`src/rtl/board_write_engine.sv`:
```
// Board RAM write-port driver: fills the starting position one square per clock
// and performs range-checked two-write piece moves behind a start/busy/done handshake.
module board_write_engine #(
  parameter int BOARD_DIM = 8,
  parameter int PIECE_W = 4,
  localparam int COORD_W = $clog2(BOARD_DIM)
) (
  input  logic               clk,
  input  logic               reset,
  input  logic               init_start,
  input  logic               move_start,
  input  logic [COORD_W-1:0] piece_x,
  input  logic [COORD_W-1:0] piece_y,
  input  logic [COORD_W-1:0] move_x,
  input  logic [COORD_W-1:0] move_y,
  input  logic [PIECE_W-1:0] piece_to_move,
  output logic               wr_en,
  output logic [COORD_W-1:0] wr_x,
  output logic [COORD_W-1:0] wr_y,
  output logic [PIECE_W-1:0] wr_data,
  output logic               busy,
  output logic               init_done,
  output logic               move_done,
  output logic               move_err,
  output logic               board_ready
);

  localparam logic [2:0] S_IDLE     = 3'd0;
  localparam logic [2:0] S_INIT     = 3'd1;
  localparam logic [2:0] S_MOVE_DST = 3'd2;
  localparam logic [2:0] S_MOVE_SRC = 3'd3;
  localparam logic [2:0] S_DONE     = 3'd4;

  localparam logic [COORD_W:0]   DIM_C   = (COORD_W+1)'(BOARD_DIM);
  localparam logic [COORD_W-1:0] LAST_C  = COORD_W'(BOARD_DIM - 1);
  localparam logic [COORD_W-1:0] WPAWN_C = COORD_W'(BOARD_DIM - 2);
  localparam logic [COORD_W-1:0] ONE_C   = COORD_W'(1);
  localparam logic [COORD_W-1:0] ZERO_C  = COORD_W'(0);

  logic [2:0]         state_r;
  logic [COORD_W-1:0] row_r, col_r;
  logic [COORD_W-1:0] src_x_r, src_y_r, dst_x_r, dst_y_r;
  logic [PIECE_W-1:0] piece_r;
  logic               is_init_r;
  logic               err_r;
  logic               req_bad_s;

  // Starting-position code; back-rank columns past the eighth stay empty for both colours.
  function automatic logic [PIECE_W-1:0] init_code(input logic [COORD_W-1:0] col,
                                                   input logic [COORD_W-1:0] row);
    logic [3:0] rank_s;
    logic [4:0] col_ext_s;
    col_ext_s = 5'(col);
    case (col_ext_s)
      5'd0, 5'd7: rank_s = 4'd4;
      5'd1, 5'd6: rank_s = 4'd2;
      5'd2, 5'd5: rank_s = 4'd3;
      5'd3:       rank_s = 4'd6;
      5'd4:       rank_s = 4'd5;
      default:    rank_s = 4'd0;
    endcase
    if (row == ZERO_C) begin
      return PIECE_W'(rank_s);
    end else if (row == LAST_C) begin
      return (rank_s == 4'd0) ? PIECE_W'(4'd0) : PIECE_W'(rank_s + 4'd6);
    end else if (row == ONE_C) begin
      return PIECE_W'(4'd1);
    end else if (row == WPAWN_C) begin
      return PIECE_W'(4'd7);
    end else begin
      return PIECE_W'(4'd0);
    end
  endfunction

  // Move request validation: range, null move, and an initialised board.
  always_comb begin
    req_bad_s = 1'b0;
    if (({1'b0, piece_x} >= DIM_C) || ({1'b0, piece_y} >= DIM_C) ||
        ({1'b0, move_x} >= DIM_C) || ({1'b0, move_y} >= DIM_C)) begin
      req_bad_s = 1'b1;
    end else if ((piece_x == move_x) && (piece_y == move_y)) begin
      req_bad_s = 1'b1;
    end else if (!board_ready) begin
      req_bad_s = 1'b1;
    end else begin
      req_bad_s = 1'b0;
    end
  end

  // Control FSM, init scan counters and move capture.
  always_ff @(posedge clk) begin
    if (reset) begin
      state_r   <= S_IDLE;
      row_r     <= ZERO_C;
      col_r     <= ZERO_C;
      src_x_r   <= ZERO_C;
      src_y_r   <= ZERO_C;
      dst_x_r   <= ZERO_C;
      dst_y_r   <= ZERO_C;
      piece_r   <= {PIECE_W{1'b0}};
      is_init_r <= 1'b0;
      err_r     <= 1'b0;
    end else begin
      err_r <= 1'b0;
      case (state_r)
        S_IDLE: begin
          if (init_start) begin
            state_r   <= S_INIT;
            row_r     <= ZERO_C;
            col_r     <= ZERO_C;
            is_init_r <= 1'b1;
          end else if (move_start) begin
            if (req_bad_s) begin
              err_r <= 1'b1;
            end else begin
              src_x_r   <= piece_x;
              src_y_r   <= piece_y;
              dst_x_r   <= move_x;
              dst_y_r   <= move_y;
              piece_r   <= piece_to_move;
              is_init_r <= 1'b0;
              state_r   <= S_MOVE_DST;
            end
          end
        end
        S_INIT: begin
          if ((col_r == LAST_C) && (row_r == LAST_C)) begin
            state_r <= S_DONE;
          end else if (col_r == LAST_C) begin
            col_r <= ZERO_C;
            row_r <= row_r + ONE_C;
          end else begin
            col_r <= col_r + ONE_C;
          end
        end
        S_MOVE_DST: state_r <= S_MOVE_SRC;
        S_MOVE_SRC: state_r <= S_DONE;
        S_DONE:     state_r <= S_IDLE;
        default:    state_r <= S_IDLE;
      endcase
    end
  end

  // Registered write port and status, one cycle behind the FSM; address/data hold when idle.
  always_ff @(posedge clk) begin
    if (reset) begin
      wr_en       <= 1'b0;
      wr_x        <= ZERO_C;
      wr_y        <= ZERO_C;
      wr_data     <= {PIECE_W{1'b0}};
      busy        <= 1'b0;
      init_done   <= 1'b0;
      move_done   <= 1'b0;
      move_err    <= 1'b0;
      board_ready <= 1'b0;
    end else begin
      wr_en     <= 1'b0;
      init_done <= 1'b0;
      move_done <= 1'b0;
      move_err  <= err_r;
      busy      <= (state_r != S_IDLE);
      case (state_r)
        S_INIT: begin
          wr_en   <= 1'b1;
          wr_x    <= col_r;
          wr_y    <= row_r;
          wr_data <= init_code(col_r, row_r);
        end
        S_MOVE_DST: begin
          wr_en   <= 1'b1;
          wr_x    <= dst_x_r;
          wr_y    <= dst_y_r;
          wr_data <= piece_r;
        end
        S_MOVE_SRC: begin
          wr_en   <= 1'b1;
          wr_x    <= src_x_r;
          wr_y    <= src_y_r;
          wr_data <= {PIECE_W{1'b0}};
        end
        S_DONE: begin
          if (is_init_r) begin
            init_done   <= 1'b1;
            board_ready <= 1'b1;
          end else begin
            move_done <= 1'b1;
          end
        end
        default: wr_en <= 1'b0;
      endcase
    end
  end

endmodule

```
`config.mk`:
```
export PLATFORM = sky130hd
export DESIGN_NAME = board_write_engine
export DESIGN_NICKNAME = d
export VERILOG_FILES = /design/src/rtl/board_write_engine.sv
export SDC_FILE = /design/constraint.sdc
export NUM_CORES = 1
export LEC_CHECK = 0
export ABC_AREA = 1
export BUFFER_PORTS_ARGS = -buffer_cell sky130_fd_sc_hd__buf_2
export CAP_MARGIN = 25
export CELL_PAD_IN_SITES_DETAIL_PLACEMENT = 0
export CELL_PAD_IN_SITES_GLOBAL_PLACEMENT = 2
export CORE_UTILIZATION = 32
export CTS_BUF_LIST = sky130_fd_sc_hd__clkbuf_2 sky130_fd_sc_hd__clkbuf_4 sky130_fd_sc_hd__clkbuf_8
export CTS_CLUSTER_SIZE = 8
export DETAILED_ROUTE_END_ITERATION = 7
export HOLD_SLACK_MARGIN = 0.02
export MAX_ROUTING_LAYER = met4
export PLACE_DENSITY = 0.82
export SLEW_MARGIN = 0
export SYNTH_ARGS = -nofsm -noshare
export SYNTH_HDL_FRONTEND = slang
export SYNTH_SLANG_ARGS = --single-unit
export TNS_END_PERCENT = 30
```
`constraint.sdc`:
```
create_clock -name clk -period 2.1 [get_ports clk]
set_clock_uncertainty 0.1 [all_clocks]
set_input_delay 0 -clock clk [delete_from_list [all_inputs] [get_ports clk]]
set_output_delay 0 -clock clk [all_outputs]
set_load 0.01 [all_outputs]
```
Word-level counts from Yosys, hierarchy flattened. Memories as Yosys holds them, arrays and structs flattened. A register that Yosys moved wholly into a read port is not among the register bits. Cells that the tools add are included.

Mux-type cells: 33. $add $sub $neg: 3. Equal/unequal tests: 17. Bitwise logic cells: 5. Reductions and logical operators: 18.

Operator list (number): 2-to-1 mux 3 bit (13); 2-to-1 mux 4 bit (5); one-hot mux 3 bit (3 select lines) (2); equality test 3 bit, second input constant (4); one-hot mux 3 bit (2 select lines) (2); one-hot mux 3 bit (4 select lines) (1); one-hot mux 4 bit (3 select lines) (1); != test 2 bit, second input constant (5); 2-to-1 mux 1 bit (9); AND reduction 3 bit (3); AND reduction 4 bit (2); adder 3 x 1 -> 3 bit, second input constant (2); equality test 3 x 1 -> 1 bit, second input constant (2); equality test 3 x 2 -> 1 bit, second input constant (2); equality test 3 bit (2); logical NOT 3 bit (2); != test 3 bit, second input constant (2); nonzero test 3 bit (2); inverter 1 bit (5); adder 4 x 3 -> 4 bit, second input constant (1); logical NOT 4 bit (1); nonzero test 2 bit (2); OR reduction 4 bit (1); OR reduction 3 bit (1); other kinds (3) (4).

Input port bits: 20. ROM bits: 24. Memories kept: 1. Register bits: 43.

Memory list: (no name shown) (depth 8, bits a word 3, read ports 1, clocked after memory_dff 1, wr ports 0, line 54) `case (col_ext_s)`.

Logic depth before layout (Yosys ltp).
Word-level depth: 8. Depth in mapped cells: 13. Mapped depth without buffers: 13.

Worst setup path after synthesis. OpenSTA, ideal clock, no wires.

Path type: flip-flop to flip-flop. From: reg row_r[1]. To: reg with a tool-made name. Path buffers: 0. Period minus slack after synthesis: 1867 ps. Slack: 233 ps. Arrival: 1654 ps. Cell stages (with the launch flop): 11. Required time: 1888 ps. Cell sequence: dfxtp_1 ha_1 ha_1 inv_1 o21ai_2 nand2_4 a21oi_1 nand2_1 ha_1 nand2_1 nand2_1.

RTL lines: from (decl) (line 41) `logic [COORD_W-1:0] row_r, col_r;`; from (signal assigned) (line 131) `row_r <= row_r + ONE_C;`.

==> flow_summary.ini <==
[status]
outcome = completed

[global_routing]
grt_pass1_vias = 2063
grt_pass1_wl_um = 9250
antenna_found_initial = 0
grt_max_degree = 33
track_usage_pct = 16.4
overflow = 0

[critical_path]
reg2reg_depth = 12
critPathSlowestCell = dfxtp_1
end_kind = flop
worstPathArrival_ns = 2.05
path_cells = ha_1, ha_4, inv_1, o21ai_4, nand2_4, nand2_1, o21ai_2, inv_2, nand2_2, ha_1, nand2_1, nand2_1
required_ns = 2.19
crit_top_cell = nand2_1
crit_family = adder cells
crit_type = reg2reg
reg2reg_from = row_r[0]
worstPathMaxFanout = 6
cp-start-kind = flop
cp_num_buf_inv = 2
cp_slowest_stage_delay_ns = 0.34
rrSetupSlack_ns = 0.13

[power]
peakVddDrop_v = 0.000414
leakage_nw = 1.46
power.density_mw_per_mm2 = 841
fin_total_pwr_mw = 2.44

[yosys]
synth_common_cells = nand2_1, inv_1, nor2_1
syn_inst = 324
seq_area_frac_synth_pct = 41.0
ys_warn_count = 0
synth_edf_count = 0
yosysTopAreaCell = dfxtp_1
synth.net_count = 354
ys.flop_type = dfxtp_1
synth_cell_types = 26
syn-mean-instance-area_um2 = 6.93
yosysMostFrequentCell = nand2_1
netlist_top_cells_area = dfxtp_1, nand2_1, inv_1, nor2_1, ha_1
synth_top_area_share_pct = 41.0
async_flop_share_pct = 0
ys_ff_latch = 46
syn_area_mm2 = 0.00224

[hold_path]
hold_class = reg2reg
hp-start = err_r
hold_depth = 2
holdPathEnd = move_err

[timing]
relSlewSlack_pct = 66.2
finalCritPeriodShare_pct = 93.6
setup_viol = 0
hold_slack_ns = 0.320
setup_tns_ns = 0
period_minus_slack_ns = 1.97
max_freq_ghz = 0.509
worstMarginPinSlew_ns = 0.506
drv_slew = 0
final_hold_viol_count = 0

[placement]
place.gp.congestion = 0.783
port_buffers = 35
post_dp_cell_area_mm2 = 0.00254
hpwlAfterDp_um = 3900

[detailed_routing]
vias = 2070
drc = 0
vias_per_cell = 4.29
wl_per_cell_um = 11.2
drt_first_pass_iters = 4
drtIter0Drc = 93
drt-total-wl_um = 5430
drt.antenna.violating_nets = 0

[cells_and_area]
num-nets-final = 417
top_regs = piece_r: 4 flops, wr_data: 4 flops
areaGrowthSynthToFinish_pct = 29.3
antenna_cells = 0
final_util_pct = 42.7
finalInstanceArea_mm2 = 0.00290
layout-drive-gt1-share_pct = 18.6

[run]
max_cap_violations = 0

[clock_tree]
clock_tree.root_cell = clkbuf_8
cts_tree = built
cts.htree.levels = 2
clk_latency_ns = 0.29
path_clk_slew_ns = 0.09
cts_made_buffers = 5
cts_max_path_buffers = 2
cts_num_sinks = 46

[floorplanning]
ioPinCount = 36
die_height_um = 85.8
start_util_pct = 33.0
rows = 30
dieArea_mm2 = 0.00735
die_w_um = 85.8
core-area_mm2 = 0.00679
what timing repair did:
| action | 4_1_cts | 5_1_grt |
|---|---|---|
| resized for setup | 0 | 4 |
| setup endpoints to repair | 0 | 3 |
| buffers inserted | 0 | 2 |
| hold buffers | 21 | 0 |
| hold endpoints to repair | 26 | 0 |
cell families after synthesis:
| kind of cell | synth area share [%] |
|---|---|
| buf+inv | 11.0 |
| simple gates | 29.8 |
| flops | 41.0 |
| compound gates | 12.7 |
| fa+ha+maj | 5.57 |
where the power goes:
group | leakage (nW) | switching (mW) | internal, mW
Sequential | 0.375 | 0.0650 | 0.980
Combinational | 1.03 | 0.438 | 0.288
Clock | 0.0573 | 0.288 | 0.381
worst register-to-register path, cell delays in order, from the launching register on:
cell     delay, ns
dfxtp_1       0.34
ha_1          0.21
ha_4          0.17
inv_1         0.09
o21ai_4       0.19
nand2_4       0.09
nand2_1       0.08
o21ai_2       0.08
inv_2         0.06
nand2_2       0.04
ha_1          0.29
nand2_1       0.07
nand2_1       0.04
layout by cell type, fill, tap and decap left out, types with 6 or more instances in the layout:
cell type and count:
clkbuf_8 6, nand2_1 85, ha_1 9, inv_1 47, o21ai_0 13, nand3_1 9, dlygate4sd3_1 21, buf_4 9
a21oi_1 21, buf_2 35, dfxtp_1 46, a31oi_1 6, nor2_1 48, nand2_2 6
metal layers:
metal,track usage (%),routed length [um],part of all wire (%),up-vias
li1,-,-,-,1129
met1,20.8,2760,51,896
met2,27.0,2460,45,39
met3,2.69,143,2.6,6
met4,5.00,68,1.3,0
met5,-,0,0,-
metrics by stage:
step,std cells,setup WS (ns)
4_1_cts,481,0.0710
3_5_place_dp,453,0.102
6_report,483,0.135
2_1_floorplan,324,0.233
5_1_grt,483,-0.0117
3_3_place_gp,453,0.149
layout make-up:
type,instances,area [um2]
timing repair buffer,65,453
inverter,52,199
clock buffer,6,82.6
fill,723,3890
sequential,46,921
multi-input combinational,217,1100
clock inverter,1,30.0
tap,96,120
how the worst max path moves through the flow:
stage,cells past startpoint,startpoint,to
after floorplan,10,row_r[1],flop
after global placement,10,row_r[0],flop
after detailed placement,10,row_r[0],flop
after CTS,7,reset,err_r
after global routing,12,row_r[0],flop
final,12,row_r[0],flop
Power figures use the tool's default switching activity.
